<file path="config.mk">
export PLATFORM = sky130hd
export DESIGN_NAME = stripe_scheduler
export DESIGN_NICKNAME = d
export VERILOG_FILES = /design/src/rtl/stripe_scheduler.sv
export SDC_FILE = /design/constraint.sdc
export NUM_CORES = 1
export LEC_CHECK = 0
export ABC_AREA = 0
export ABC_CLOCK_PERIOD_IN_PS = 3800
export BUFFER_PORTS_ARGS = -buffer_cell sky130_fd_sc_hd__buf_2
export CORE_UTILIZATION = 30
export DETAILED_ROUTE_END_ITERATION = 10
export GPL_ROUTABILITY_DRIVEN = 1
export PLACE_DENSITY = 0.65
export SYNTH_ARGS = -nofsm -noshare
export SYNTH_HDL_FRONTEND = slang
export SYNTH_SLANG_ARGS = --single-unit
export TNS_END_PERCENT = 1
</file>
<file path="constraint.sdc">
create_clock -name i_clk -period 3.8 [get_ports i_clk]
set_clock_uncertainty 0.05 [all_clocks]
set_input_delay 1.14 -clock i_clk [delete_from_list [all_inputs] [get_ports i_clk]]
set_output_delay 1.14 -clock i_clk [all_outputs]
set_load 0.01 [all_outputs]
</file>
<file path="src/rtl/stripe_scheduler.sv">
// Job sequencer for the 64-PE systolic alignment array: B fetch, A streaming, best tracking, trace framing.
// Optional STRIPE_WATCHDOG_EN adds a per-wait-phase cycle watchdog driving o_error.
module stripe_scheduler #(
  parameter int unsigned NUM_STRIPES = 16,
  parameter int unsigned SEQ_LEN     = 1024
`ifdef STRIPE_WATCHDOG_EN
  , parameter int unsigned DRAIN_LIMIT = 2048
`endif
) (
  input  logic         i_clk,
  input  logic         i_rst_n,
  input  logic         i_go,
  output logic [9:0]   o_a_addr,
  input  logic [1:0]   i_a_data,
  output logic [3:0]   o_b_addr,
  input  logic [127:0] i_b_data,
  output logic         o_pe_start,
  output logic [1:0]   o_pe_A,
  output logic [127:0] o_pe_B,
  input  logic         i_stripe_end,
  input  logic [9:0]   i_start_position,
  input  logic [9:0]   i_end_position,
  input  logic [13:0]  i_max_score,
  input  logic [1:0]   i_trace_dir,
  output logic         o_trace_valid,
  output logic [1:0]   o_trace_dir,
  output logic [3:0]   o_stripe_idx,
  output logic [13:0]  o_best_score,
  output logic [10:0]  o_best_end,
  output logic [3:0]   o_best_stripe,
  output logic         o_busy,
  output logic         o_done,
  output logic         o_error
);

  typedef enum logic [3:0] {
    IDLE, LOAD_B, SETUP, STREAM, DRAIN, NEXT, TRACE_WAIT, TRACE, DONE
  } state_t;

  state_t       state, state_nx;
  logic [3:0]   stripe;
  logic [10:0]  acc, ptr, acc_nx, end_abs;
  logic [11:0]  acc_sum;
  logic         a_vld, squash, trace_beat;
  logic [127:0] pe_b;
  logic [13:0]  best_score;
  logic [10:0]  best_end;
  logic [3:0]   best_stripe;
  logic         trace_valid;
  logic [1:0]   trace_dir;

  assign acc_sum    = {1'b0, acc} + {2'b00, i_start_position};
  assign acc_nx     = (acc_sum >= 12'(SEQ_LEN)) ? 11'(SEQ_LEN) : acc_sum[10:0];
  assign end_abs    = {1'b0, i_end_position} + acc;
  // Stripe end kills the beat already in flight from the A memory.
  assign squash     = i_stripe_end && (state == STREAM || state == DRAIN);
  assign trace_beat = (state == TRACE_WAIT && !i_stripe_end) || state == TRACE;

`ifdef STRIPE_WATCHDOG_EN
  localparam int unsigned WD_W = $clog2(DRAIN_LIMIT + 1);
  logic [WD_W-1:0] wd_cnt;
  logic            wd_wait, wd_trip, error_q;
  assign wd_wait = (state == DRAIN) || (state == TRACE_WAIT) || (state == TRACE);
  assign o_error = error_q;
`else
  assign o_error = 1'b0;
`endif

  always_comb begin
    state_nx = state;
    case (state)
      IDLE:       if (i_go) state_nx = LOAD_B;
      LOAD_B:     state_nx = SETUP;
      SETUP:      state_nx = (acc >= 11'(SEQ_LEN)) ? DRAIN : STREAM;
      STREAM:     if (i_stripe_end) state_nx = NEXT;
                  else if (ptr == 11'(SEQ_LEN - 1)) state_nx = DRAIN;
      DRAIN:      if (i_stripe_end) state_nx = NEXT;
      NEXT:       state_nx = (stripe == 4'(NUM_STRIPES - 1)) ? TRACE_WAIT : LOAD_B;
      TRACE_WAIT: if (!i_stripe_end) state_nx = TRACE;
      TRACE:      if (i_stripe_end) state_nx = DONE;
      DONE:       state_nx = IDLE;
      default:    state_nx = IDLE;
    endcase
`ifdef STRIPE_WATCHDOG_EN
    wd_trip = wd_wait && (state_nx == state) && (wd_cnt == WD_W'(DRAIN_LIMIT - 1));
    if (wd_trip) state_nx = DONE;
`endif
  end

  always_ff @(posedge i_clk) begin
    if (!i_rst_n) begin
      state       <= IDLE;
      stripe      <= '0;
      acc         <= '0;
      ptr         <= '0;
      a_vld       <= 1'b0;
      pe_b        <= '0;
      best_score  <= '0;
      best_end    <= '0;
      best_stripe <= '0;
      trace_valid <= 1'b0;
      trace_dir   <= '0;
    end else begin
      state       <= state_nx;
      a_vld       <= (state == STREAM) && !i_stripe_end;
      trace_valid <= trace_beat;
      trace_dir   <= trace_beat ? i_trace_dir : 2'b00;
      case (state)
        IDLE: if (i_go) begin
          stripe      <= '0;
          acc         <= '0;
          best_score  <= '0;
          best_end    <= '0;
          best_stripe <= '0;
        end
        SETUP: begin
          pe_b <= i_b_data;
          ptr  <= acc;
        end
        STREAM: ptr <= ptr + 11'd1;
        NEXT: begin
          if (i_max_score > best_score) begin
            best_score  <= i_max_score;
            best_end    <= end_abs;
            best_stripe <= stripe;
          end
          acc <= acc_nx;
          if (stripe != 4'(NUM_STRIPES - 1)) stripe <= stripe + 4'd1;
        end
        default: ;
      endcase
    end
  end

`ifdef STRIPE_WATCHDOG_EN
  always_ff @(posedge i_clk) begin
    if (!i_rst_n) begin
      wd_cnt  <= '0;
      error_q <= 1'b0;
    end else begin
      wd_cnt <= (state_nx != state || !wd_wait) ? '0 : wd_cnt + 1'b1;
      if (state == IDLE && i_go) error_q <= 1'b0;
      else if (wd_trip)          error_q <= 1'b1;
    end
  end
`endif

  assign o_pe_start    = a_vld && !squash;
  assign o_pe_A        = o_pe_start ? i_a_data : 2'b00;
  assign o_a_addr      = (state == STREAM) ? ptr[9:0] : '0;
  assign o_b_addr      = (state == LOAD_B) ? stripe : '0;
  assign o_pe_B        = pe_b;
  assign o_trace_valid = trace_valid;
  assign o_trace_dir   = trace_dir;
  assign o_stripe_idx  = stripe;
  assign o_best_score  = best_score;
  assign o_best_end    = best_end;
  assign o_best_stripe = best_stripe;
  assign o_busy        = (state != IDLE) && (state != DONE);
  assign o_done        = (state == DONE);

endmodule

</file>
==> results.cfg <==
[run_status]
status = complete, no violations

[layout]
instances_no_fill = 1789
final-seq-area_mm2 = 0.00382
final.fill_count = 2978
final_nets = 1598
postLayoutCoreUtil_pct = 40.1
final_area_mm2 = 0.0115
area_growth_pct = 30.9
drive_above_1_share_pct = 29.3
multi_input_area_mm2 = 0.00461

[synthesis]
synth_common_cells = 311 x nand2_1, 191 x dfxtp_1, 132 x a21boi_0, 54 x clkbuf_1, 43 x nand3_1
yosysMostFrequentCell = nand2_1
syn_area_mm2 = 0.00882
ys.flop_type = dfxtp_1
synth_edf_count = 0
netlist-cell-type-count = 59
syn_inst = 1075
synth_top_cell_area_share_pct = 43.4
synthArstFlopShare_pct = 0
avgSynthCellArea_um2 = 8.20
ys_seq_area_share_pct = 43.4
netlist_top_cells_area = dfxtp_1 43%, nand2_1 13%, a21boi_0 11%
synth_seq_cells = 191
synth_top_area_cell = dfxtp_1
synth_fp_nets = 1283
synth_warnings = 0

[global_routing]
grt_overflow = 0
first_global_vias = 8139
grt_pass1_wl_mm = 41.3
antenna_found_initial = 3
grt_usage_pct = 16.9
grt_max_degree = 103

[worst_setup_path]
r2r_start = acc[0]
regToRegSetupSlack_ns = 1.08
crit_end = o_pe_A[1]
cp.arrival_ns = 2.09
r2r_end = acc[0]
crit_required_ns = 2.61
crit_start = state[2]
criticalPathCategory = reg -> out
worstRegToRegCells = 8
end_kind = output port
crit_fanout = 15
cp-start-kind = flop

[placement]
dp_cells = 1755
portBuffers = 352
place_congestion = 0.903
place_area_mm2 = 0.0109
place_hpwl_mm = 18.8
dpl_worst_slack_ns = 0.266

[sta]
finalSetupViolCount = 0
fin_ws_ns = 0.517
finalHoldViolCount = 0
tns_ns = 0
post-route-period-util_pct = 86.4
max_freq_ghz = 0.305
worst_pin_slew_ns = 0.939
drv_slew = 0
relSlewSlack_pct = 37.4
period_minus_slack_ns = 3.28
rsz0062_at_grt = false

[route]
viasPerCell = 4.76
route.met2.wl_mm = 12.1
antenna_left = 0
wire_per_inst_um = 14.6
routed_wl_mm = 26.1
route.detailed.drc = 0
met3_length_mm = 1.76
vias = 8522
drt_iter0_markers = 392
top_layer = met5
firstDrtPassIters = 4
wl_met1_mm = 11.7

[cts]
cts_sinks = 191
post_cts_buffers = 0
clk_pin_slew_ns = 0.08
htree_levels = 4
cts_tree = yes
cts_buffers = 17
cts_hold_buffers = 0
cts_root_buf = clkbuf_16
clockBufferDepth = 2
clkLatencyLatePin_ns = 0.43
ctsResizeCount = 0

[pwr]
cellLeakagePower_uw = 0.00512
irDropWorstVdd_v = 0.000297
powerDensity_mw_per_mm2 = 446

[floorplanning]
io-pin-count = 354
die_w_um = 173
initial_core_util_pct = 30.6
die_h_um = 173
rows = 62
core_area_mm2 = 0.0288
dieArea_mm2 = 0.0301

[worst_hold_path]
hold_path_class = reg -> reg
hold_depth = 2

[flow_run]
drv_cap = 0
-- critical path, cell delays in order, from the launching register on --
cell	delay [ns]
dfxtp_1	0.62
inv_1	0.16
nor3_1	0.21
a21o_1	0.11
nand3_1	0.19
and3_1	0.25
buf_2	0.13
-- state kept, by name, summed over array words and instances (netlist names) --
register,cells
o_pe_B,128
o_best_score,14
o_stripe_idx,4
o_trace_valid,1
a_vld,1
o_best_end,11
ptr,11
state,4
o_trace_dir,2
o_best_stripe,4
acc,11
-- power breakdown --
group          internal, uW  leakage (uW)  switching [uW]  total, uW
logic                   381       0.00328             638       1020
registers              2160       0.00155            95.1       2250
clock network           956      0.000295             924       1880
total                  3490       0.00512            1660       5150
-- logic make-up (layout without fill, tap and decap cells) --
group	after synthesis	after routing	share of synthesized area, %
fa+ha+maj	38	38	5.56
simple gates	446	446	21.6
buf+inv	102	430	4.53
flops	191	191	43.4
compound gates	276	276	22.7
other cells	1	3	0.0425
mux	4	4	0.468
xor+xnor	17	17	1.69
-- cells in the final DEF (no fill, tap or decap), types with 5 or more instances in the layout --
| cell | count |
|---|---|
| buf_2 | 351 |
| ha_1 | 36 |
| a21boi_0 | 132 |
| buf_4 | 15 |
| o21ai_0 | 27 |
| inv_8 | 7 |
| clkbuf_16 | 17 |
| and3_1 | 18 |
| xor2_1 | 5 |
| and2_1 | 13 |
| nor2b_1 | 7 |
| a21boi_1 | 28 |
| a22o_1 | 10 |
| dfxtp_1 | 191 |
| nand4_1 | 8 |
| o22ai_1 | 5 |
| xnor2_1 | 12 |
| nor3_1 | 10 |
| nand3_1 | 43 |
| a21o_1 | 7 |
| inv_1 | 31 |
| a21oi_1 | 28 |
| nor2_1 | 23 |
| nand2_1 | 310 |
-- worst min-delay path by stage --
stage | startpoint | end | slack (ns)
2_1_floorplan | ptr[7] | ptr[7] | 0.42
3_3_place_gp | o_pe_B[91] | o_pe_B[91] | 0.40
3_5_place_dp | o_pe_B[71] | o_pe_B[71] | 0.41
4_1_cts | o_pe_B[40] | o_pe_B[40] | 0.42
5_1_grt | o_best_end[10] | o_best_end[10] | 0.43
6_report | o_pe_B[40] | o_pe_B[40] | 0.41
-- area by class of cell --
class                   instances  area share (%)
repair buffers                367            16.4
inverters                      31            1.01
clock buffers                  17            3.69
clock inverters                15            1.65
well taps                     384            4.16
diodes                          2          0.0434
flip-flops and latches        191            33.1
multi-input cells             782            40.0
-- per-layer routing --
layer	vias to the layer above	GRT usage (%)
met5	-	0
met4	2	5.64
met3	28	4.30
met2	291	28.4
met1	3933	21.0
li1	4268	-
-- stage by stage --
stage	hold slack, ns	power [uW]
floorplan	0.424	2900
global placement	0.398	3310
detailed placement	0.406	3330
CTS	0.418	5230
global route	0.429	5440
finish	0.413	5150
Note: power is estimated with default switching activity, not from simulation.
